===== src/rtl/router_rr_param_if.sv =====
// Port bundle for router_rr_param: flat per-port flit buses, handshakes and the drop counter.
// The router connects through the slave modport; the traffic source/sink uses master.
interface router_rr_param_if #(
    parameter int NPORTS = 4,
    parameter int DATA_W = 32,
    parameter int DROP_W = 16
);
    logic [NPORTS*DATA_W-1:0] in_data;
    logic [NPORTS-1:0]        in_valid;
    logic [NPORTS-1:0]        in_full;
    logic [NPORTS*DATA_W-1:0] out_data;
    logic [NPORTS-1:0]        out_valid;
    logic [NPORTS-1:0]        out_full;
    logic [DROP_W-1:0]        drop_cnt;

    modport master (
        output in_data, in_valid, out_full,
        input  in_full, out_data, out_valid, drop_cnt
    );

    modport slave (
        input  in_data, in_valid, out_full,
        output in_full, out_data, out_valid, drop_cnt
    );
endinterface


===== src/rtl/router_rr_param.sv =====
// N-port input-buffered mesh router: per-input FIFO, table routing on the head flit,
// per-output round-robin arbitration with downstream backpressure, and an unroutable-flit counter.

module router_rr_fifo #(
    parameter int DATA_W = 32,
    parameter int DEPTH  = 8
) (
    input  logic              clk,
    input  logic              rst_n,
    input  logic              push_i,
    input  logic [DATA_W-1:0] data_i,
    input  logic              pop_i,
    output logic [DATA_W-1:0] head_o,
    output logic              empty_o,
    output logic              full_o
);
    localparam int PTR_W = $clog2(DEPTH);

    logic [DATA_W-1:0] mem_q [DEPTH];
    logic [PTR_W-1:0]  wr_q, wr_d, rd_q, rd_d;
    logic [PTR_W:0]    cnt_q, cnt_d;
    logic              do_push, do_pop;

    assign full_o  = (cnt_q == (PTR_W+1)'(DEPTH));
    assign empty_o = (cnt_q == '0);
    // Full is judged on the registered count, so a pop never opens room for a same-cycle push.
    assign do_push = push_i && !full_o;
    assign do_pop  = pop_i && !empty_o;
    assign head_o  = mem_q[rd_q];

    always_comb begin
        wr_d  = wr_q;
        rd_d  = rd_q;
        cnt_d = cnt_q;
        if (do_push) wr_d = wr_q + PTR_W'(1);
        if (do_pop)  rd_d = rd_q + PTR_W'(1);
        case ({do_push, do_pop})
            2'b10:   cnt_d = cnt_q + (PTR_W+1)'(1);
            2'b01:   cnt_d = cnt_q - (PTR_W+1)'(1);
            default: cnt_d = cnt_q;
        endcase
    end

    always_ff @(posedge clk) begin
        if (!rst_n) begin
            wr_q  <= '0;
            rd_q  <= '0;
            cnt_q <= '0;
        end else begin
            wr_q  <= wr_d;
            rd_q  <= rd_d;
            cnt_q <= cnt_d;
        end
    end

    always_ff @(posedge clk) begin
        if (do_push) mem_q[wr_q] <= data_i;
    end
endmodule

module router_rr_param #(
    parameter int NPORTS = 4,
    parameter int DATA_W = 32,
    parameter int ADDR_W = 3,
    parameter int DEPTH  = 8,
    parameter int PORT_W = 3,
    parameter logic [(2**ADDR_W)*PORT_W-1:0] ROUTE_TABLE = '0,
    parameter int DROP_W = 16
) (
    input  logic               clk,
    input  logic               rst_n,
    router_rr_param_if.slave   bus
);
    localparam int IDX_W  = $clog2(NPORTS);
    localparam int NCNT_W = $clog2(NPORTS + 1);
    localparam int SUM_W  = DROP_W + NCNT_W;

    logic [NPORTS-1:0][DATA_W-1:0] in_data, head;
    logic [NPORTS-1:0][DATA_W-1:0] out_data_q, out_data_d;
    logic [NPORTS-1:0]             out_valid_q, out_valid_d;
    logic [NPORTS-1:0]             empty, full, pop, drop;
    logic [NPORTS-1:0][PORT_W-1:0] req_port;
    logic [NPORTS-1:0][NPORTS-1:0] gnt;
    logic [NPORTS-1:0][IDX_W-1:0]  ptr_q, ptr_d;
    logic [DROP_W-1:0]             drop_cnt_q, drop_cnt_d;
    logic [NCNT_W-1:0]             ndrop;
    logic [SUM_W-1:0]              drop_sum;
    int                            scan;

    assign in_data       = bus.in_data;
    assign bus.in_full   = full;
    assign bus.out_data  = out_data_q;
    assign bus.out_valid = out_valid_q;
    assign bus.drop_cnt  = drop_cnt_q;

    for (genvar p = 0; p < NPORTS; p++) begin : g_in
        router_rr_fifo #(
            .DATA_W (DATA_W),
            .DEPTH  (DEPTH)
        ) u_fifo (
            .clk     (clk),
            .rst_n   (rst_n),
            .push_i  (bus.in_valid[p]),
            .data_i  (in_data[p]),
            .pop_i   (pop[p]),
            .head_o  (head[p]),
            .empty_o (empty[p]),
            .full_o  (full[p])
        );

        assign req_port[p] = ROUTE_TABLE[int'(head[p][ADDR_W-1:0])*PORT_W +: PORT_W];
        // Unroutable heads leave immediately without competing for any output.
        assign drop[p]     = !empty[p] && (int'(req_port[p]) >= NPORTS);
    end

    // Each output scans its requesters starting at its own pointer, wrapping at NPORTS.
    always_comb begin
        gnt         = '0;
        ptr_d       = ptr_q;
        out_valid_d = '0;
        out_data_d  = '0;
        scan        = 0;
        for (int o = 0; o < NPORTS; o++) begin
            if (!bus.out_full[o]) begin
                for (int k = 0; k < NPORTS; k++) begin
                    scan = int'(ptr_q[o]) + k;
                    if (scan >= NPORTS) scan = scan - NPORTS;
                    if (!out_valid_d[o] && !empty[scan] && int'(req_port[scan]) == o) begin
                        out_valid_d[o] = 1'b1;
                        out_data_d[o]  = head[scan];
                        gnt[o][scan]   = 1'b1;
                        ptr_d[o]       = (scan == NPORTS - 1) ? '0 : IDX_W'(scan + 1);
                    end
                end
            end
        end
    end

    always_comb begin
        pop = drop;
        for (int o = 0; o < NPORTS; o++) pop = pop | gnt[o];
    end

    always_comb begin
        ndrop = '0;
        for (int i = 0; i < NPORTS; i++) ndrop = ndrop + NCNT_W'(drop[i]);
        drop_sum   = SUM_W'(drop_cnt_q) + SUM_W'(ndrop);
        drop_cnt_d = (|drop_sum[SUM_W-1:DROP_W]) ? '1 : drop_sum[DROP_W-1:0];
    end

    always_ff @(posedge clk) begin
        if (!rst_n) begin
            ptr_q       <= '0;
            out_valid_q <= '0;
            out_data_q  <= '0;
            drop_cnt_q  <= '0;
        end else begin
            ptr_q       <= ptr_d;
            out_valid_q <= out_valid_d;
            out_data_q  <= out_data_d;
            drop_cnt_q  <= drop_cnt_d;
        end
    end
endmodule


===== src/flat_wrapper.sv =====
// flat-port wrapper written by rule: the top's interface ports become plain ports
module router_rr_param_flat 
#(
    parameter int NPORTS = 4,
    parameter int DATA_W = 32,
    parameter int ADDR_W = 3,
    parameter int DEPTH  = 8,
    parameter int PORT_W = 3,
    parameter logic [(2**ADDR_W)*PORT_W-1:0] ROUTE_TABLE = '0,
    parameter int DROP_W = 16
)
  (clk, rst_n, bus_in_data, bus_in_valid, bus_out_full, bus_in_full, bus_out_data, bus_out_valid, bus_drop_cnt);
  router_rr_param_if #(.NPORTS(NPORTS), .DATA_W(DATA_W), .DROP_W(DROP_W)) bus_i ();
  input  logic clk;
  input  logic rst_n;
  input wire logic [$bits(bus_i.in_data)-1:0] bus_in_data;
  input wire logic [$bits(bus_i.in_valid)-1:0] bus_in_valid;
  input wire logic [$bits(bus_i.out_full)-1:0] bus_out_full;
  output wire logic [$bits(bus_i.in_full)-1:0] bus_in_full;
  output wire logic [$bits(bus_i.out_data)-1:0] bus_out_data;
  output wire logic [$bits(bus_i.out_valid)-1:0] bus_out_valid;
  output wire logic [$bits(bus_i.drop_cnt)-1:0] bus_drop_cnt;
  assign bus_i.in_data = bus_in_data;
  assign bus_i.in_valid = bus_in_valid;
  assign bus_i.out_full = bus_out_full;
  assign bus_in_full = bus_i.in_full;
  assign bus_out_data = bus_i.out_data;
  assign bus_out_valid = bus_i.out_valid;
  assign bus_drop_cnt = bus_i.drop_cnt;
  router_rr_param #(.NPORTS(NPORTS), .DATA_W(DATA_W), .ADDR_W(ADDR_W), .DEPTH(DEPTH), .PORT_W(PORT_W), .ROUTE_TABLE(ROUTE_TABLE), .DROP_W(DROP_W)) u_core (.clk(clk), .rst_n(rst_n), .bus(bus_i));
endmodule

===== config.mk =====
export PLATFORM = sky130hd
export DESIGN_NAME = router_rr_param_flat
export DESIGN_NICKNAME = d
export VERILOG_FILES = /design/src/rtl/router_rr_param_if.sv /design/src/rtl/router_rr_param.sv /design/src/flat_wrapper.sv
export SDC_FILE = /design/constraint.sdc
export NUM_CORES = 1
export LEC_CHECK = 0
export CORE_ASPECT_RATIO = 1.4
export CORE_MARGIN = 5
export CORE_UTILIZATION = 55
export DETAILED_ROUTE_END_ITERATION = 8
export HOLD_SLACK_MARGIN = 0.06
export PLACE_DENSITY = 0.79
export SYNTH_ARGS = -nofsm -noshare
export SYNTH_HDL_FRONTEND = slang
export SYNTH_HIERARCHICAL = 1
export SYNTH_SLANG_ARGS = --single-unit

===== constraint.sdc =====
create_clock -name clk -period 5.95 [get_ports clk]
set_input_delay 1.19 -clock clk [delete_from_list [all_inputs] [get_ports clk]]
set_output_delay 1.19 -clock clk [all_outputs]
set_load 0.05 [all_outputs]

==> flow_summary.json <==
{
  "gr-total-overflow": 0,
  "hold_viol": 0,
  "leakagePower_nw": 16.79,
  "ctsRootBufferMaster": "clkbuf_16",
  "avgSynthCellArea_um2": 20.32,
  "path_cells": "nor4_1 > mux4_2 > and4b_1 > a22oi_1 > a21oi_1 > o41a_1 > ha_1 > xor2_1 > ha_1 > a21oi_1 > xor2_1 > or3_1 > a21boi_0",
  "power_frac_clock_pct": 29.9,
  "max_freq_mhz": 201.0,
  "die_w_um": 258.3,
  "ys_seq_elements": 1111,
  "numCtsBuffers": 100,
  "wl_per_cell_um": 28.62,
  "p_int_w": 0.01542,
  "period_needed_ns": 4.975,
  "initial_core_util_pct": 55.45,
  "crit_fanout": 33,
  "synth_area_um2": 47490,
  "cts_resized": 0,
  "reg2regPathDepth": 13,
  "grt_max_degree": 72,
  "seq_area_um2": 32520,
  "critPathLaunchType": "flip-flop",
  "p_comb_share_pct": 26.8,
  "crit_type": "flip-flop to flip-flop",
  "clkSlewWorstSetupHoldPaths_ns": 0.07,
  "clk_latency_ns": 0.67,
  "dr_total_vias": 23580,
  "tightestPinTransition_ns": 1.103,
  "antenna_found_initial": 15,
  "rsz0062_at_grt": "no",
  "cpMaxStageDelayCell": "mux4_2",
  "ant_nets": 0,
  "dp_hpwl_um": 67670,
  "swShare_pct": 29.26,
  "nets": 2698,
  "max_stage_delay_ns": 0.90,
  "cts_setup_buffers": 0,
  "place_ws_ns": 1.094,
  "final_util_pct": 62.50,
  "seqPwrFrac_pct": 43.3,
  "core-area_um2": 85650,
  "yosysSeqAreaShare_pct": 68.42,
  "finClkSkew_ns": 0.02971,
  "htreeDepth": 3,
  "worst_ep_arrival_time_ns": 5.57,
  "netlist.area_leader.share_pct": 64.75,
  "grt.total_usage_pct": 22.89,
  "r2r_start": "u_core/g_in[3].u_fifo/cnt_q[1]",
  "syn_inst": 2337,
  "final_layout_size_suffix_gt1_share_pct": 30.76,
  "place_congestion": 0.8228,
  "finalSetupViolCount": 0,
  "setup-tns-final_ns": 0,
  "crit_start": "u_core/g_in[3].u_fifo/cnt_q[1]",
  "ys_top_cells_by_area": "edfxtp_1 (65%), mux4_2 (18%), dfxtp_1 (3.7%)",
  "crit_path_end_kind": "flip-flop",
  "peakVddDrop_mv": 0.4196,
  "cts_tree": "done",
  "hold_buffers": 0,
  "power_switching_w": 0.006376,
  "drv_slew": 0,
  "yosysTopAreaCell": "edfxtp_1",
  "grt_pass1_vias": 23920,
  "worstReg2RegEnd": "u_core/g_in[0].u_fifo/cnt_q[2]",
  "ys_warn_count": 6,
  "drt_pre_antenna_iters": 7,
  "io_pins": 290,
  "worst_ep_required_time_ns": 6.54,
  "finalCritPeriodShare_pct": 83.61,
  "synth.distinct_cells": 50,
  "drt-total-wl_um": 106500,
  "clkSinkCount": 1111,
  "grt_pass1_wl_um": 157500,
  "status": "finished clean",
  "fin_ws_ns": 0.9749,
  "ctsLongestPathBuffers": 3,
  "viasPerCell": 6.337,
  "post-route-drc-count": 0,
  "io_buffers": 171,
  "row_count": 127,
  "hold_path_class": "flip-flop to flip-flop",
  "die_h_um": 357.7,
  "endpoint": "u_core/g_in[0].u_fifo/cnt_q[2]",
  "multi_input_area_um2": 13940,
  "rrSetupSlack_ns": 0.97,
  "maxCapViolations": 0,
  "fillCellCount": 5503,
  "syn2layout_area_growth_pct": 12.73,
  "drtIter0Drc": 2420,
  "powerDensity_nw_per_um2": 407.1,
  "die_area_um2": 92400,
  "slew_headroom_pct": 26.04
}
synth_stat cells (all sizes together):
cell type	number
o32a	1
nor2	46
and4b	1
and3b	3
o21ai	15
o41ai	1
mux2	130
dfxtp	87
a31oi	1
edfxtp	1024
or2	1
inv	35
o32ai	28
a22oi	4
nand3	16
xor2	12
and3	1
nor3b	6
nor2b	44
o2111a	1
a21boi	9
or3	10
nand2b	17
conb	1
mux2i	14
or4b	4
nand3b	4
a21oi	17
buf	184
mux4	389
o41a	4
nor4	8
a211o	4
nor4bb	4
and2	25
a41oi	1
xnor2	16
ha	28
clkbuf	69
nand2	23
o311ai	1
nor3	16
a211oi	32
per-layer routing:
| layer | global-route usage, % | vias to the layer above | share of wire [%] |
|---|---|---|---|
| met5 | 0 | - | 0.10 |
| met4 | 7.992 | 14 | 3.6 |
| met3 | 4.070 | 165 | 8.4 |
| met2 | 38.40 | 1102 | 51 |
| met1 | 30.88 | 12450 | 37 |
| li1 | - | 9846 | - |
through the flow:
| step | hold WS, ns | cell area (um^2) | total power, W | instances |
|---|---|---|---|---|
| 2_1_floorplan | 0.4637 | 47920 | 0.01391 | 2451 |
| 3_3_place_gp | 0.4755 | 50150 | 0.01517 | 3526 |
| 3_5_place_dp | 0.4845 | 50150 | 0.01541 | 3526 |
| 4_1_cts | 0.4963 | 53510 | 0.02190 | 3713 |
| 5_1_grt | 0.5542 | 53520 | 0.02268 | 3717 |
| 6_report | 0.5149 | 53530 | 0.02179 | 3721 |
worst max-delay path: cells and delay by family, from the launching register on:
family                     cells  cell delay, ns
and+or+nand+nor                3            1.71
AOI/OAI and AO/OA              5            0.95
muxes                          1            0.90
adders and majority gates      2            0.52
xor gates and xnor gates       2            0.42
DFF                            1            0.39
sequential cells by signal, summed over array words and instances, names as in the netlist, named ones only:
register / cells
u_core/g_in.u_fifo/mem_q: 1024
u_core/bus.out_data: 32
u_core/g_in.u_fifo/cnt_q: 16
u_core/g_in.u_fifo/rd_q: 12
u_core/g_in.u_fifo/wr_q: 12
u_core/ptr_q: 2
u_core/bus.out_valid: 1
cell families (layout without fill, tap and decap cells):
group                    after synthesis  count (layout)  share of synthesized area (%)
other                                  1             123                       0.007897
AO/OA/AOI/OAI                        119             119                          2.163
buffers and inverters                288             454                          3.546
multiplexers                         533             533                          21.83
flip-flops                          1111            1111                          68.42
XOR/XNOR                              28              28                         0.5164
AND/OR/NAND/NOR                      229             229                          2.777
adder cells (fa/ha/maj)               28              28                         0.7377
power groups by stage:
stage	registers (W)	clock network [W]	logic, W
2_1_floorplan	0.00941	0	0.00450
6_report	0.00945	0.00651	0.00584
3_5_place_dp	0.00962	0	0.00579
5_1_grt	0.00952	0.00698	0.00618
4_1_cts	0.00946	0.00661	0.00583
3_3_place_gp	0.00957	0	0.00560
worst min-delay path by stage:
stage / startpoint / to / cells after the start
global placement: u_core/g_in[3].u_fifo/cnt_q[3] / u_core/g_in[3].u_fifo/cnt_q[3] / 2
detailed placement: u_core/g_in[2].u_fifo/cnt_q[3] / u_core/g_in[2].u_fifo/cnt_q[3] / 2
global route: u_core/g_in[3].u_fifo/cnt_q[3] / u_core/g_in[3].u_fifo/cnt_q[3] / 2
floorplan: u_core/g_in[0].u_fifo/cnt_q[3] / u_core/g_in[0].u_fifo/cnt_q[3] / 2
CTS: u_core/g_in[2].u_fifo/cnt_q[3] / u_core/g_in[2].u_fifo/cnt_q[3] / 2
finish: u_core/g_in[1].u_fifo/cnt_q[3] / u_core/g_in[1].u_fifo/cnt_q[3] / 2
cells in the final DEF (no fill, tap or decap), types with 25 or more instances in the layout:
| master | count |
|---|---|
| inv_1 | 35 |
| nor2b_1 | 43 |
| and2_1 | 25 |
| clkdlybuf4s50_1 | 170 |
| edfxtp_1 | 1024 |
| a211oi_1 | 32 |
| nor2_1 | 34 |
| dfxtp_1 | 77 |
| ha_1 | 27 |
| mux4_2 | 388 |
| clkbuf_16 | 105 |
| conb_1 | 115 |
| mux2_2 | 130 |
| buf_4 | 59 |
final cells by class:
| cell class | count | area share [%] |
|---|---|---|
| sequential | 1111 | 60.74 |
| antenna | 8 | 0.03740 |
| multi-input combinational | 1052 | 26.03 |
| timing repair buffer | 232 | 4.090 |
| inverter | 35 | 0.2454 |
| tap | 1096 | 2.562 |
| clock inverter | 51 | 1.033 |
| clock buffer | 136 | 5.257 |
(Power assumes the default switching activity.)
